===== src/rtl/lathe_panel_conditioner.sv =====
// rtl/lathe_panel_conditioner.sv - lathe operator panel input conditioner (sync, debounce, mode FSM, pulses); PANEL_SYNC3_EN selects 3-flop synchronizers
module lathe_panel_conditioner #(
    parameter int DB_CYCLES = 16,
    parameter int CNT_W     = 8
) (
    input  logic       clk,
    input  logic       rst_n,
    input  logic       ena,
    input  logic       start_raw,
    input  logic       stop_raw,
    input  logic       auto_raw,
    input  logic       man_raw,
    output logic       start_pulse,
    output logic       stop_pulse,
    output logic       mode_auto,
    output logic       mode_man,
    output logic       mode_fault,
    output logic [3:0] stable_vec
);

`ifdef PANEL_SYNC3_EN
    localparam int SYNC_N = 3;
`else
    localparam int SYNC_N = 2;
`endif

    localparam logic [1:0] ST_IDLE  = 2'd0;
    localparam logic [1:0] ST_AUTO  = 2'd1;
    localparam logic [1:0] ST_MAN   = 2'd2;
    localparam logic [1:0] ST_FAULT = 2'd3;

    localparam logic [CNT_W-1:0] CNT_LAST = CNT_W'(DB_CYCLES - 1);
    localparam logic [CNT_W-1:0] CNT_ONE  = CNT_W'(1);

    logic [3:0]                    raw_vec;
    logic [SYNC_N-1:0][3:0]        sync_q;
    logic [3:0]                    sync_out;
    logic [3:0][CNT_W-1:0]         cnt_q;
    logic [3:0][CNT_W-1:0]         cnt_d;
    logic [3:0]                    stable_q;
    logic [3:0]                    stable_d;
    logic [1:0]                    stable_prev_q;
    logic [1:0]                    state_q;
    logic [1:0]                    state_d;
    logic [1:0]                    state_prev_q;
    logic                          start_rise;
    logic                          stop_rise;
    logic                          mode_change;
    logic                          forced_stop;
    logic                          mode_valid;
    logic                          start_ok;
    logic                          start_pulse_q;
    logic                          stop_pulse_q;

    assign raw_vec  = {man_raw, auto_raw, stop_raw, start_raw};
    assign sync_out = sync_q[SYNC_N-1];

    always_ff @(posedge clk or negedge rst_n) begin
        if (!rst_n) begin
            sync_q <= '0;
        end else begin
            sync_q <= {sync_q[SYNC_N-2:0], raw_vec};
        end
    end

    // Counter only runs while the synchronized level disagrees with the accepted one.
    always_comb begin
        cnt_d    = cnt_q;
        stable_d = stable_q;
        for (int i = 0; i < 4; i++) begin
            if (sync_out[i] == stable_q[i]) begin
                cnt_d[i] = '0;
            end else if (cnt_q[i] == CNT_LAST) begin
                cnt_d[i]    = '0;
                stable_d[i] = sync_out[i];
            end else begin
                cnt_d[i] = cnt_q[i] + CNT_ONE;
            end
        end
    end

    // Mode follows the levels accepted on this edge so it lines up with stable_vec.
    always_comb begin
        state_d = ST_IDLE;
        if (stable_d[2] && stable_d[3]) begin
            state_d = ST_FAULT;
        end else if (state_q == ST_FAULT && (stable_d[2] || stable_d[3])) begin
            state_d = ST_FAULT;
        end else if (stable_d[2]) begin
            state_d = ST_AUTO;
        end else if (stable_d[3]) begin
            state_d = ST_MAN;
        end
    end

    always_ff @(posedge clk or negedge rst_n) begin
        if (!rst_n) begin
            cnt_q    <= '0;
            stable_q <= '0;
            state_q  <= ST_IDLE;
        end else if (ena) begin
            cnt_q    <= cnt_d;
            stable_q <= stable_d;
            state_q  <= state_d;
        end
    end

    // History tracks even while disabled so edges seen during ena low are consumed.
    always_ff @(posedge clk or negedge rst_n) begin
        if (!rst_n) begin
            stable_prev_q <= '0;
            state_prev_q  <= ST_IDLE;
        end else begin
            stable_prev_q <= stable_q[1:0];
            state_prev_q  <= state_q;
        end
    end

    assign start_rise  = stable_q[0] & ~stable_prev_q[0];
    assign stop_rise   = stable_q[1] & ~stable_prev_q[1];
    assign mode_change = (state_q != state_prev_q);
    assign forced_stop = mode_change && (state_prev_q == ST_AUTO || state_prev_q == ST_MAN);
    assign mode_valid  = (state_q == ST_AUTO) || (state_q == ST_MAN);
    assign start_ok    = start_rise && mode_valid && !stable_q[1] && !mode_change;

    always_ff @(posedge clk or negedge rst_n) begin
        if (!rst_n) begin
            start_pulse_q <= 1'b0;
            stop_pulse_q  <= 1'b0;
        end else begin
            start_pulse_q <= ena && start_ok;
            stop_pulse_q  <= ena && (stop_rise || forced_stop);
        end
    end

    assign start_pulse = start_pulse_q;
    assign stop_pulse  = stop_pulse_q;
    assign mode_auto   = (state_q == ST_AUTO);
    assign mode_man    = (state_q == ST_MAN);
    assign mode_fault  = (state_q == ST_FAULT);
    assign stable_vec  = stable_q;

endmodule


===== config.mk =====
export PLATFORM = sky130hd
export DESIGN_NAME = lathe_panel_conditioner
export DESIGN_NICKNAME = d
export VERILOG_FILES = /design/src/rtl/lathe_panel_conditioner.sv
export SDC_FILE = /design/constraint.sdc
export NUM_CORES = 1
export LEC_CHECK = 0
export ABC_AREA = 1
export ABC_CLOCK_PERIOD_IN_PS = 3000
export CAP_MARGIN = 20
export CORE_UTILIZATION = 35
export CTS_BUF_LIST = sky130_fd_sc_hd__clkbuf_8
export DETAILED_ROUTE_END_ITERATION = 16
export PLACE_DENSITY = 0.54
export SETUP_SLACK_MARGIN = 0.2
export SYNTH_ARGS = -nofsm -noshare
export SYNTH_HDL_FRONTEND = slang
export SYNTH_SLANG_ARGS = --single-unit

===== constraint.sdc =====
create_clock -name clk -period 3 [get_ports clk]
set_clock_uncertainty 0.2 [all_clocks]
set_input_delay 0.3 -clock clk [delete_from_list [all_inputs] [get_ports clk]]
set_output_delay 0.3 -clock clk [all_outputs]
set_load 0.05 [all_outputs]

### After elaboration in Yosys (flattened, before gate mapping)

Index checks and enable logic that the tools add are counted.

| word-level totals | value |
|---|---|
| word-level logic and storage cells | 70 |
| register bits after elaboration | 52 |

| operators by class | value |
|---|---|
| reduce and logical (&&, ||, !) cells | 16 |
| mux-type cells | 16 |
| add/subtract/negate cells | 4 |
| bitwise gates (word level) | 6 |
| equal/unequal tests | 14 |

Operator list:

| cell | count |
|---|---|
| 8-bit 2-to-1 mux | 8 |
| 8-bit by 1-bit adder with 8-bit output, second input constant | 4 |
| 8-bit by 4-bit equality test with 1-bit output, second input constant | 4 |
| 1-bit logical AND | 8 |
| 2-bit 2-to-1 mux | 4 |
| 2-bit equality test, second input constant | 3 |
| 3-bit AND reduction | 2 |
| 1-bit equality test | 4 |
| 2-bit by 1-bit equality test with 1-bit output, second input constant | 2 |
| 1-bit logical OR | 4 |
| 1-bit 2-to-1 mux | 4 |
| 1-bit NOT | 4 |
| 1-bit bitwise AND | 2 |
| 1-bit logical NOT | 2 |
| 2-bit inequality test | 1 |

### Depth between registers and ports, before layout

| logic depth | value |
|---|---|
| word-level depth | 7 |
| gate-level depth with buffers | 9 |
| gate-level depth less buffers | 9 |

### Worst setup path after synthesis

Ideal clock, no wire load.

| path | value |
|---|---|
| kind | register to register |
| from | register stable_q[0] (netlist: stable_vec[0]) |
| to | register cnt_q[5] (netlist bit) |
| arrival time | 1.289 ns |
| path slack | 1.446 ns |
| stages on the path, launching flop included | 6 |
| path through | dfrtp_1 > xor2_1 > nand2_1 > nor2_4 > nand3_1 > nand2_1 |

| on the way | value |
|---|---|
| cells in the longest elaborated chain, start to end | 2 |

RTL lines:

| element | line | source |
|---|---|---|
| start, declared | 40 | `logic [3:0] stable_q;` |
| start signal, assigned | 103 | `stable_q <= stable_d;` |
| 1-bit equality test | 71 | `if (sync_out[i] == stable_q[i]) begin` |
| 8-bit 2-to-1 mux | 71 |  |
| end signal, assigned | 102 | `cnt_q <= cnt_d;` |
| end, declared | 38 | `logic [3:0][CNT_W-1:0] cnt_q;` |

Every way passes these cells.
A chain may end at the register's enable or synchronous reset.

### Worst setup path after layout

| path | value |
|---|---|
| from | register state_q[1] |
| to | output mode_fault |

| on the way | value |
|---|---|
| cells in the longest elaborated chain, start to end | 1 |

RTL lines:

| element | line | source |
|---|---|---|
| start, declared | 43 | `logic [1:0] state_q;` |
| start signal, assigned | 104 | `state_q <= state_d;` |
| 2-bit equality test | 140 | `assign mode_fault = (state_q == ST_FAULT);` |
| end, declared | 17 | `output logic mode_fault,` |

Every way passes these cells.

==> summary.txt <==
Timing
  – Pins Over Slew Limit: 0
  – Slew margin rel.: 55.1%
  – Final period utilization: 78.2%
  – Final Hold Vio Count: 0
  – Measured slew at the worst slew-check pin: 0.673 ns
  – Post-route minimum period: 2.35 ns
  – Final setup viols: 0
  – F_max: 426 MHz
  – Post-route setup TNS: 0 ns
  – RSZ-0062 raised after global routing: false

Logic synthesis
  – Cells after synthesis: 300
  – Largest area contributor in the netlist: dfrtp_1
  – Count of cell types in the netlist: 23
  – Mean Syn Cell Area: 8.52 sq um
  – Synth top area share: 50.9%
  – Register area share after synthesis: 50.9%
  – Post-Syn Area: 0.00256 sq mm
  – EDFF count, synth: 0
  – Yosys warnings: 0
  – Ys flop type: dfrtp_1
  – Top cells by area, synth: dfrtp_1 (51%), nand2_1 (11%), nand3_1 (6.1%), inv_1 (4.8%), xor2_1 (4.8%)
  – Synth Register Bits: 52
  – Post-synth ARST share: 100%
  – Synth Net Count: 314

Detailed routing
  – DRC: 0
  – Antenna viol nets, final: 0
  – Via count: 1,882
  – DRT iter0 DRCs: 70
  – Initial DRT Pass Iterations: 4
  – DR WL/cell: 11.2 microns
  – Drt via density: 4.51
  – Total wire length: 4680 microns

Hold path
  – Hold_sp: sync_q[2]
  – Hold path depth: 0
  – Min-Delay Path Class: register to register
  – Worst Hold Endpoint: sync_out[2]

Global route
  – GRT overflow: 0
  – First-pass GRT wire length: 8290 microns
  – Gr usage total: 13.9%
  – Initial antenna violation count: 0
  – Vias in the first global route: 1,855
  – Largest net degree at the start of global routing: 36

Clock network
  – CTS resizes: 0
  – Post-CTS setup buffer count: 0
  – TritonCTS clock tree: done
  – H-tree levels: 2
  – CTS max path bufs: 2
  – Post-CTS Hold Buffers: 1
  – Clk pin slew, worst setup/hold paths: 0.10 ns
  – Clk_lat worst skew: 0.30 ns
  – CTS root buffer: clkbuf_8
  – Inserted Clock Buffers: 5
  – Clock sinks: 52

Finish
  – Layout cells sized above 1: 6.23%
  – ANT cells: 0
  – Post-layout util: 41.9%
  – Nets@finish: 334
  – Area Overhead vs Synth: 13.6%
  – Layout fillers: 682
  – Commonest non-fill, non-tap cell in the layout: nand2_1
  – Most frequent cells in the layout: nand2_1 (77), dfrtp_1 (52), inv_1 (34)

Critical path
  – Data arrival, critical path: 1.85 ns
  – CP max FO: 6
  – R2r startpoint: cnt_q[24]
  – Worst EP required: 2.50 ns
  – RR Endpoint: cnt_q[30]
  – Reg2reg path depth: 6
  – Crit path capture type: output pin
  – Setup slack, reg-to-reg: 1.35 ns
  – Setup Crit Path Kind: register to output pin
  – Worst Setup SP: state_q[1]
  – Type of origin of the critical path: register

Pwr
  – Logic gate share of total power: 19.4%
  – Internal: 0.00106 W
  – Pwr Density: 530 mW/mm^2
  – Sequential cell fraction of total power: 54.8%
  – Clock power frac: 25.8%
  – Max IR drop VDD: 0.196 mV
  – NetSw: 0.000484 W
  – Sw Share: 31.4%
  – Pleak: 1.39 nW

Place
  – # port buffers: 15
  – GPL Wtd Cong: 0.764
  – Detailed placement HPWL: 3230 microns

Die
  – Core Region: 0.00694 sq mm
  – # rows: 30
  – Chip width: 87.5 microns
  – Io pins: 16
  – DIE AREA: 0.00765 sq mm
  – Die Ht: 87.5 microns
  – Initial Util: 36.8%

Status
  – Status: finished clean

Job
  – Maxcap violations: 0
[registers in the layout (all words and copies together) (netlist names)]
name and cells:
cnt_q 32, stable_vec 4, sync_out 4, sync_q 4, stable_prev_q 2, state_prev_q 2
state_q 2, start_pulse 1, stop_pulse 1
[power by group through the flow]
stage | Clock [W] | Sequential [W] | Combinational, W
2_1_floorplan | 0 | 0.000875 | 0.000191
3_3_place_gp | 0 | 0.000857 | 0.000301
3_5_place_dp | 0 | 0.000859 | 0.000303
4_1_cts | 0.000414 | 0.000845 | 0.000305
5_1_grt | 0.000440 | 0.000856 | 0.000343
6_report | 0.000397 | 0.000844 | 0.000300
[routing by layer]
| metal | vias up | wire length, microns | GRT usage (%) |
|---|---|---|---|
| met3 | 2 | 125 | 2.84 |
| met4 | 0 | 42 | 4.02 |
| met1 | 862 | 2460 | 19.2 |
| met2 | 23 | 2060 | 21.9 |
| met5 | - | 0 | 0 |
| li1 | 995 | - | - |
[cells in the mapped netlist, types with 3 or more instances]
master,number
nand4_1,8
o21ai_0,12
nand3_1,31
dfrtp_1,52
nor3_1,7
xnor2_1,8
xor2_1,14
nor2_2,3
inv_1,33
nor2_1,27
a21oi_1,5
nand2_1,77
buf_4,4
ha_1,7
[cells by family after synthesis]
| logic type | after synthesis | share of synthesized area [%] |
|---|---|---|
| compound gates | 21 | 4.55 |
| xor+xnor | 22 | 7.53 |
| fa+ha+maj | 7 | 3.42 |
| buf+inv | 40 | 6.46 |
| flops | 52 | 50.9 |
| simple gates | 158 | 27.2 |
[metrics by stage]
stage | instances | instance area [sq um] | power [W] | hold WS (ns) | setup slack (ns)
6_report | 417 | 2910 | 0.00154 | 0.157 | 0.655
5_1_grt | 417 | 2910 | 0.00164 | 0.165 | 0.600
4_1_cts | 417 | 2910 | 0.00156 | 0.158 | 0.634
3_5_place_dp | 408 | 2810 | 0.00116 | 0.137 | 0.991
3_3_place_gp | 408 | 2810 | 0.00116 | 0.132 | 1.00
2_1_floorplan | 300 | 2560 | 0.00107 | -0.196 | 1.45
[final cells by class]
cell class              count  area (sq um)  share of cell area [%]
clock buffers               5          68.8                    2.37
clock inverters             3          20.0                   0.689
multi-input cells         208          1090                    37.5
flip-flops and latches     52          1300                    44.8
repair buffers             19           178                    6.11
well taps                  96           120                    4.13
inverters                  34           128                    4.39
[worst max-delay path, stage by stage (launching register included)]
cell	delay [ns]
dfrtp_1	0.46
ha_1	0.26
clkdlybuf4s50_1	0.82
[worst max path at each step]
| stage | to | cells after the start | slack [ns] |
|---|---|---|---|
| 3_5_place_dp | mode_fault | 2 | 0.99 |
| 6_report | mode_fault | 2 | 0.65 |
| 5_1_grt | mode_fault | 2 | 0.60 |
| 4_1_cts | mode_fault | 2 | 0.63 |
| 2_1_floorplan | cnt_q[5] | 5 | 1.45 |
| 3_3_place_gp | mode_fault | 2 | 1.00 |
(Power assumes the default switching activity.)
